$ cat config.mk
export PLATFORM = sky130hd
export DESIGN_NAME = meu_arbitro8way16
export DESIGN_NICKNAME = d
export VERILOG_FILES = /design/src/rtl/meu_arbitro8way16.sv
export SDC_FILE = /design/constraint.sdc
export NUM_CORES = 1
export LEC_CHECK = 0
export CORE_ASPECT_RATIO = 1.75
export CORE_MARGIN = 3
export CORE_UTILIZATION = 45
export DETAILED_ROUTE_END_ITERATION = 6
export GPL_ROUTABILITY_DRIVEN = 0
export HOLD_SLACK_MARGIN = 0.02
export PLACE_DENSITY = 0.84
export RECOVER_POWER = 100
export SLEW_MARGIN = 20
export SYNTH_ARGS = -nofsm -noshare
export SYNTH_HDL_FRONTEND = slang
export SYNTH_SLANG_ARGS = --single-unit
$ cat constraint.sdc
create_clock -name clk -period 5.1 [get_ports clk]
set_clock_uncertainty 0.1 [all_clocks]
set_input_delay 1.02 -clock clk [delete_from_list [all_inputs] [get_ports clk]]
set_output_delay 1.02 -clock clk [all_outputs]
set_load 0.05 [all_outputs]
$ cat src/rtl/meu_arbitro8way16.sv
// Round-robin arbiter for eight 16-bit sources sharing one destination.
// Each grant is capped at QUANTUM beats, and the next grant is made on the release edge.
module meu_arbitro8way16 #(
    parameter int QUANTUM = 4
) (
    input  logic         clk,
    input  logic         reset,
    input  logic [7:0]   req,
    input  logic [127:0] dados_in,
    input  logic         pronto_destino,
    output logic [15:0]  saida_dados,
    output logic         saida_valida,
    output logic [2:0]   seletor_ctrl,
    output logic [7:0]   concessao,
    output logic [7:0]   ack,
    output logic         ocupado,
    output logic         estado_dbg,
    output logic [2:0]   ptr_dbg
);

    typedef enum logic {
        OCIOSO    = 1'b0,
        CONCEDIDO = 1'b1
    } estado_t;

    localparam logic [3:0] ULTIMO = 4'(QUANTUM - 1);

    estado_t    estado, estado_n;
    logic [2:0] ptr, ptr_n;
    logic [2:0] sel, sel_n;
    logic [3:0] cnt, cnt_n;
    logic       valido, transf;
    logic [3:0] arb_ocioso, arb_lib;

    // Returns {found, index} of the first requester at or after p (mod 8).
    function automatic logic [3:0] arbitrar(input logic [7:0] r, input logic [2:0] p);
        logic [3:0] res;
        logic [2:0] idx;
        res = 4'b0000;
        for (int k = 7; k >= 0; k--) begin
            idx = p + 3'(k);
            if (r[idx]) res = {1'b1, idx};
        end
        return res;
    endfunction

    // saida_valida/pronto_destino: a beat moves in a cycle where both are high;
    // saida_valida never depends on pronto_destino, and ack marks exactly those cycles.
    always_comb begin
        valido       = (estado == CONCEDIDO) && req[sel] && !reset;
        transf       = valido && pronto_destino;
        saida_valida = valido;
        saida_dados  = valido ? dados_in[{sel, 4'b0000} +: 16] : 16'h0000;
        ack          = transf ? (8'h01 << sel) : 8'h00;
    end

    always_comb begin
        estado_n   = estado;
        ptr_n      = ptr;
        sel_n      = sel;
        cnt_n      = cnt;
        arb_ocioso = arbitrar(req, ptr);
        arb_lib    = arbitrar(req, sel + 3'd1);
        case (estado)
            OCIOSO: begin
                if (arb_ocioso[3]) begin
                    estado_n = CONCEDIDO;
                    sel_n    = arb_ocioso[2:0];
                    cnt_n    = 4'd0;
                end
            end
            CONCEDIDO: begin
                // Release on withdrawal or on the final beat of the quantum.
                if (!req[sel] || (transf && cnt == ULTIMO)) begin
                    ptr_n = sel + 3'd1;
                    cnt_n = 4'd0;
                    if (arb_lib[3]) sel_n = arb_lib[2:0];
                    else            estado_n = OCIOSO;
                end else if (transf) begin
                    cnt_n = cnt + 4'd1;
                end
            end
            default: estado_n = OCIOSO;
        endcase
    end

    always_ff @(posedge clk) begin
        if (reset) begin
            estado       <= OCIOSO;
            ptr          <= 3'd0;
            sel          <= 3'd0;
            cnt          <= 4'd0;
            concessao    <= 8'h00;
            seletor_ctrl <= 3'd0;
            ocupado      <= 1'b0;
        end else begin
            estado       <= estado_n;
            ptr          <= ptr_n;
            sel          <= sel_n;
            cnt          <= cnt_n;
            concessao    <= (estado_n == CONCEDIDO) ? (8'h01 << sel_n) : 8'h00;
            seletor_ctrl <= sel_n;
            ocupado      <= (estado_n == CONCEDIDO);
        end
    end

    assign estado_dbg = estado;
    assign ptr_dbg    = ptr;

endmodule

# Yosys cells after proc, flatten, opt, wreduce, memory -nomap -nowiden
# Cells that the tools add are included.
# word_totals
elab_cells	120
reg_bits	19
# op_classes
n_bitwise	2
muxes	64
n_reduce_logical	10
order_cmp	17
n_eq_ne	3
add_sub_neg	16
shifts	3
# ops
operator	n
variable part select 128 x 8 -> 16 bit	1
two-way mux 4 bit	19
less-than comparator 3 x 4 -> 1 bit (second input constant)	17
binary-select mux 1 bit (select 3 bit)	17
adder 3 bit (second input constant)	8
two-way mux 1 bit	20
two-way mux 16 bit	1
left shift 1 x 3 -> 8 bit (first input constant)	2
adder 3 x 2 -> 3 bit (second input constant)	4
adder 3 x 1 -> 3 bit (second input constant)	3
two-way mux 3 bit	3
two-way mux 8 bit	1
case mux 4 bit (2 select lines)	1
case mux 3 bit (2 select lines)	1
adder 4 x 1 -> 4 bit (second input constant)	1
equality test 4 x 2 -> 1 bit (second input constant)	1
logical AND 1 bit	4
AND reduction 2 bit	2
inequality test 3 x 1 -> 1 bit (second input constant)	1
logical NOT 1 bit	2
inequality test 2 bit (second input constant)	1
NOT 1 bit	2
case mux 1 bit (2 select lines)	1
OR reduction 2 bit	1
logical OR 1 bit	1

# Longest topological paths before layout
# Gate-level depths: netlist of run 1.
# depth
ltp_word	17
depth_mapped	16
mapped_depth_nobuf	10

# Worst setup path before layout of run 1
# Ideal clock, no wire load.
# synth_path
path_kind	input-to-output
from	input req[4]
to	output saida_dados[10]
cell_stages	8
slack_ps	531
path_buffers	4
arrival_ps	3449
required_ps	3980
cell_sequence	clkbuf_1 clkbuf_1 mux2_2 o22ai_1 or4_1 clkbuf_1 clkbuf_1 a21oi_1
# synth_via
elab_chain_len	5
# synth_lines
item	line_no	rtl
from (decl)	8	input logic [7:0] req,
binary-select mux 1 bit (select 3 bit)	50	valido = (estado == CONCEDIDO) && req[sel] && !reset;
two-way mux 1 bit (not written as such)	50	
logical AND 1 bit (2 in a row)	50	
two-way mux 16 bit	53	saida_dados = valido ? dados_in[{sel, 4'b0000} +: 16] : 16'h0000;
to (decl)	11	output logic [15:0] saida_dados,
# Every way passes these cells. The select of a mux whose other input is x is not followed.

# Worst setup path in the final report of run 1
# layout_path
from	input req[2]
to	output saida_dados[5]
# Same word-level chain as after synthesis.

==> results of run 1 <==
-- Yosys cell counts, types with 7 or more instances --
master,count,area [um2]
clkbuf_1,38,143
dfxtp_1,19,380
nor2_1,24,90.1
inv_1,16,60.1
nor4_1,7,43.8
mux4_2,63,1420
nor3_1,18,90.1
mux2i_1,29,290
nand2b_1,9,56.3
nor2b_1,7,43.8
o21ai_0,15,75.1
nand2_1,55,206
mux2_2,11,124
a21oi_1,38,190
ha_1,11,138
buf_2,10,50.1
nand3_1,7,35.0
-- state kept, by name (all words and copies together), names as in the netlist --
name / cells
concessao: 8
cnt: 4
ptr_dbg: 3
sel: 3
estado_dbg: 1
-- routing by layer --
metal | GRT usage (%) | wire (um) | share of wire (%)
met5 | 0 | 11 | 0.061
met4 | 15.4 | 1040 | 5.8
met3 | 6.94 | 2330 | 13
met2 | 55.7 | 8810 | 49
met1 | 38.7 | 5780 | 32
-- cell families after synthesis --
family / Yosys count / synth area share [%]
flip-flops: 19 / 8.92
AND/OR/NAND/NOR: 156 / 18.0
buffers and inverters: 72 / 7.07
multiplexers: 107 / 44.4
adder cells (fa/ha/maj): 11 / 3.23
AO/OA/AOI/OAI: 107 / 16.9
XOR/XNOR: 7 / 1.44
-- worst max-delay path by stage --
stage	slack [ns]	cells past startpoint	startpoint	endpoint
after floorplan	0.53	8	req[4]	saida_dados[10]
after global placement	0.67	8	req[2]	ack[1]
after detailed placement	0.58	7	req[2]	ack[6]
after CTS	0.59	7	req[2]	ack[6]
after global routing	0.24	10	sel[2]	concessao[6]
final	0.31	7	req[2]	saida_dados[5]
-- layout make-up --
class / count / share of cell area (%)
inverters: 17 / 1.03
well taps: 120 / 2.43
repair buffers: 201 / 31.3
flip-flops and latches: 19 / 6.23
multi-input cells: 388 / 57.8
clock buffers: 4 / 1.27
-- worst register-to-register path, delay by kind of cell (launching register included) --
kind,cells,cell delay (ns)
simple gates,3,0.91
compound gates,2,0.83
fa+ha+maj,1,0.64
xor+xnor,1,0.61
mux,2,0.55
buf+inv,1,0.47
flops,1,0.32
-- metrics by stage --
step	hold slack, ns	setup WS, ns	cells	util [%]	total power (uW)
floorplan	0.358	0.531	479	-	2220
global placement	0.368	0.669	745	69.8	2870
detailed placement	0.386	0.581	745	69.8	2940
CTS	0.393	0.589	749	70.7	3110
global route	0.427	0.237	749	67.6	3210
finish	0.402	0.305	749	67.6	3040
-- power breakdown --
part	internal (uW)	switching (uW)
sequential	188	71.6
combinational	1150	1470
clock	106	51.4
total	1450	1600
==> flow_summary.ini, run 1 <==
[outcome]
status = finished, final reports clean

[die]
initial_core_util_pct = 46.6
core_area_um2 = 9150
die_area_um2 = 10700
rows = 46
pin_count = 180
die_h_um = 135
die_w_um = 79.6

[worst_setup_path]
end_kind = output pin
cpPeakStageDelay_ns = 0.72
crit_family = buffers and inverters
crit_fanout = 11
crit_chain = clkdlybuf4s50_1 > mux2_2 > o22ai_1 > or4_1 > clkbuf_1 > a21oi_1 > clkbuf_1
arrival_ns = 3.67
reg2reg_setup_slack_ns = 0.54
crit_type = input port to output pin
worst-endpoint-required_ns = 3.98
cp-start-kind = input port
r2r_start = sel[2]
slowest_stage = or4_1
critPathMostFrequentCell = clkbuf_1
worstReg2RegEnd = concessao[6]
critPathBufInv = 3
reg2regPathDepth = 10

[sta]
relSlewSlack_pct = 31.4
fin_crit_sh_pct = 94.0
report.final.slew_viol_count = 0
rsz0062_at_grt = false
period_minus_slack_ns = 4.79
worst_pin_slew_ns = 1.02
setup_tns_ns = 0
final-setup-viol-count = 0
max_freq_mhz = 209
hold_viol_final = 0

[grt]
grt_max_degree = 34
grt-ovfl-total = 0
gr-usage-all-layers_pct = 32.7
grt_pass1_vias = 4958
grt_antenna_before_repair = 1
grt_pass1_wl_um = 27100

[cts]
post_cts_buffers = 0
numCtsBuffers = 3
clock_latency_ns = 0.25
cts_tree = yes
cts_hold_buf = 0
max-clock-path-buffers = 2
cts.sinks = 19
ctsHtreeMaxLevel = 1
clk_pin_slew_ns = 0.05
cts-root-buf = clkbuf_16
ctsResizeCount = 0

[layout]
nets = 780
fill_cells = 692
final_cell_mix = clkdlybuf4s50_1 (137), mux4_2 (63), nand2_1 (55)
diodes = 0
syn2layout_area_growth_pct = 45.1
final_common_cell = clkdlybuf4s50_1
multiInputGateArea_um2 = 3570
drive_above_1_share_pct = 18.4
final_cell_area_um2 = 6190
seq_area_um2 = 385

[detailed_routing]
vias = 5053
wl_per_cell_um = 24.0
route.detailed.drc = 0
dr.first_iter.drc_count = 592
routed_wl_um = 18000
via_per_inst = 6.75
detail-route-antenna-nets = 0
first_pass_iters = 5

[synthesis]
synth_nets = 629
synth-seq-cells = 19
synthCells = 479
yosysUniqueCellTypes = 61
syn-cell-area_um2 = 4260
synth_warnings = 0
synth_area_per_cell_um2 = 8.90
seq_area_frac_synth_pct = 8.92
synth_edf_count = 0
synthArstFlopShare_pct = 0
synth-main-ff-cell = dfxtp_1

[pwr]
powerDensity_nw_per_um2 = 492
vdd_drop_max_mv = 0.304
power.leakage_uw = 0.00221

[placed_design]
postPlaceCellArea_um2 = 6390
io_buffers = 179
dp_hpwl_um = 14100

[hold_path]
whs_path_depth = 2
holdCritStartpoint = cnt[3]
hold_path.class = register to register
hold-path-endpoint = cnt[3]

[job]
maxCapViolations = 0
No activity file was read; power rests on OpenSTA's default activity.
==> run 2: changes to the inputs <==
--- a/config.mk
+++ b/config.mk
@@ -11,9 +11,9 @@
 export DETAILED_ROUTE_END_ITERATION = 6
 export GPL_ROUTABILITY_DRIVEN = 0
 export HOLD_SLACK_MARGIN = 0.02
-export PLACE_DENSITY = 0.84
+export PLACE_DENSITY_LB_ADDON = 0.15
 export RECOVER_POWER = 100
-export SLEW_MARGIN = 20
+export SLEW_MARGIN = 0
 export SYNTH_ARGS = -nofsm -noshare
 export SYNTH_HDL_FRONTEND = slang
 export SYNTH_SLANG_ARGS = --single-unit
==> flow_summary.ini, run 2 (synthesis gave the netlist of run 1 again) <==
[worst_setup_path]
cp-start-kind = input port
arrival_ns = 3.62
crit_type = input port to output pin
worstReg2RegEnd = concessao[4]
r2r_start = sel[1]
end_kind = output pin
reg2regPathDepth = 9
worst-endpoint-required_ns = 3.98
reg2reg_setup_slack_ns = 0.63
crit_fanout = 11

[sta]
worst_pin_slew_ns = 1.04
report.final.slew_viol_count = 0
holdWs_ns = 0.397
fin_crit_sh_pct = 93.0
period_minus_slack_ns = 4.74
relSlewSlack_pct = 30.4
setup_tns_ns = 0
max_freq_mhz = 211
final-setup-viol-count = 0
hold_viol_final = 0
rsz0062_at_grt = false

[outcome]
status = finished, final reports clean

[grt]
grt_pass1_wl_um = 26400
gr-usage-all-layers_pct = 31.3
grt_max_degree = 35
grt-ovfl-total = 0
grt_pass1_vias = 4739
grt_antenna_before_repair = 1

[cts]
clk_pin_slew_ns = 0.05
ctsHtreeMaxLevel = 1
cts_hold_buf = 0
max-clock-path-buffers = 2
numCtsBuffers = 3
clock_latency_ns = 0.25
cts_tree = yes
cts.sinks = 19
ctsResizeCount = 0
post_cts_buffers = 0
cts-root-buf = clkbuf_16

[die]
core_area_um2 = 9150
pin_count = 180
die_w_um = 79.6
die_h_um = 135
die_area_um2 = 10700
rows = 46
initial_core_util_pct = 46.6

[layout]
stdcell_count = 745
final_cell_area_um2 = 6110
nets = 776
syn2layout_area_growth_pct = 43.4
fill_cells = 733
diodes = 0
regMostFlops = concessao
final_common_cell = clkdlybuf4s50_1
largest_reg_flops = 8
drive_above_1_share_pct = 17.8
final_cell_mix = clkdlybuf4s50_1 (138), mux4_2 (63), nand2_1 (55)
top_regs = concessao: 8 flops, cnt: 4 flops
final_core_util_pct = 66.8

[detailed_routing]
route.detailed.drc = 0
dr.first_iter.drc_count = 309
first_pass_iters = 5
routed_wl_um = 17200
vias = 4848
wl_per_cell_um = 23.0
via_per_inst = 6.51
detail-route-antenna-nets = 0

[placed_design]
post-place-cells = 741
dp_hpwl_um = 13500
postPlaceCellArea_um2 = 6360
io_buffers = 179

[hold_path]
whs_path_depth = 2
hold-path-endpoint = cnt[3]
hold_path.class = register to register
holdCritStartpoint = cnt[3]

[pwr]
powerDensity_nw_per_um2 = 488
vdd_drop_max_mv = 0.368
power.leakage_uw = 0.00217

[job]
maxCapViolations = 0
run 2: changes by cell type in the layout (fill, tap and decap cells not counted), sizes merged:
cell	previous run	this run
clkinv	1	2
buf	28	21
clkbuf	23	25
dlygate4sd3	17	16
clkdlybuf4s50	137	138
run 2: routing by layer:
layer	vias to the layer above	track usage (%)	part of all wire [%]
met5	-	0	0.052
met2	317	56.5	51
li1	2152	-	-
met4	2	9.56	3.6
met1	2321	35.0	33
met3	56	8.68	12
run 2: where the power goes:
part | total, uW | leakage (uW) | internal [uW] | switching, uW
clock network | 157 | 0.0000409 | 105 | 52.2
registers | 275 | 0.000156 | 188 | 86.4
logic | 2550 | 0.00197 | 1130 | 1420
run 2: area by class of cell:
type	instances	area (um2)	share of cell area, %
Multi-Input combinational cell	388	3580	58.5
Timing Repair Buffer	197	1860	30.4
Sequential cell	19	385	6.30
Tap cell	120	150	2.46
Clock buffer	3	75.1	1.23
Inverter	17	63.8	1.04
Clock inverter	1	5.00	0.0819
run 2: worst max-delay path, stage by stage:
cell and delay, ns:
clkdlybuf4s50_1 0.48, mux2_2 0.15, o22ai_1 0.16, or4_1 0.69
clkbuf_1 0.32, a21oi_1 0.30, clkbuf_1 0.50
run 2: worst max path at each step:
stage | startpoint | end | slack, ns | cells past startpoint
2_1_floorplan | req[4] | saida_dados[10] | 0.53 | 8
3_3_place_gp | req[2] | saida_dados[13] | 0.72 | 7
3_5_place_dp | req[3] | ack[5] | 0.67 | 7
4_1_cts | req[2] | ack[5] | 0.66 | 7
5_1_grt | req[3] | saida_dados[11] | 0.26 | 7
6_report | req[2] | saida_dados[13] | 0.36 | 7
run 2: per-stage QoR:
step,power (uW),setup slack (ns)
floorplan,2220,0.531
global placement,2830,0.718
detailed placement,2900,0.672
CTS,3070,0.659
global route,3190,0.262
finish,2980,0.359
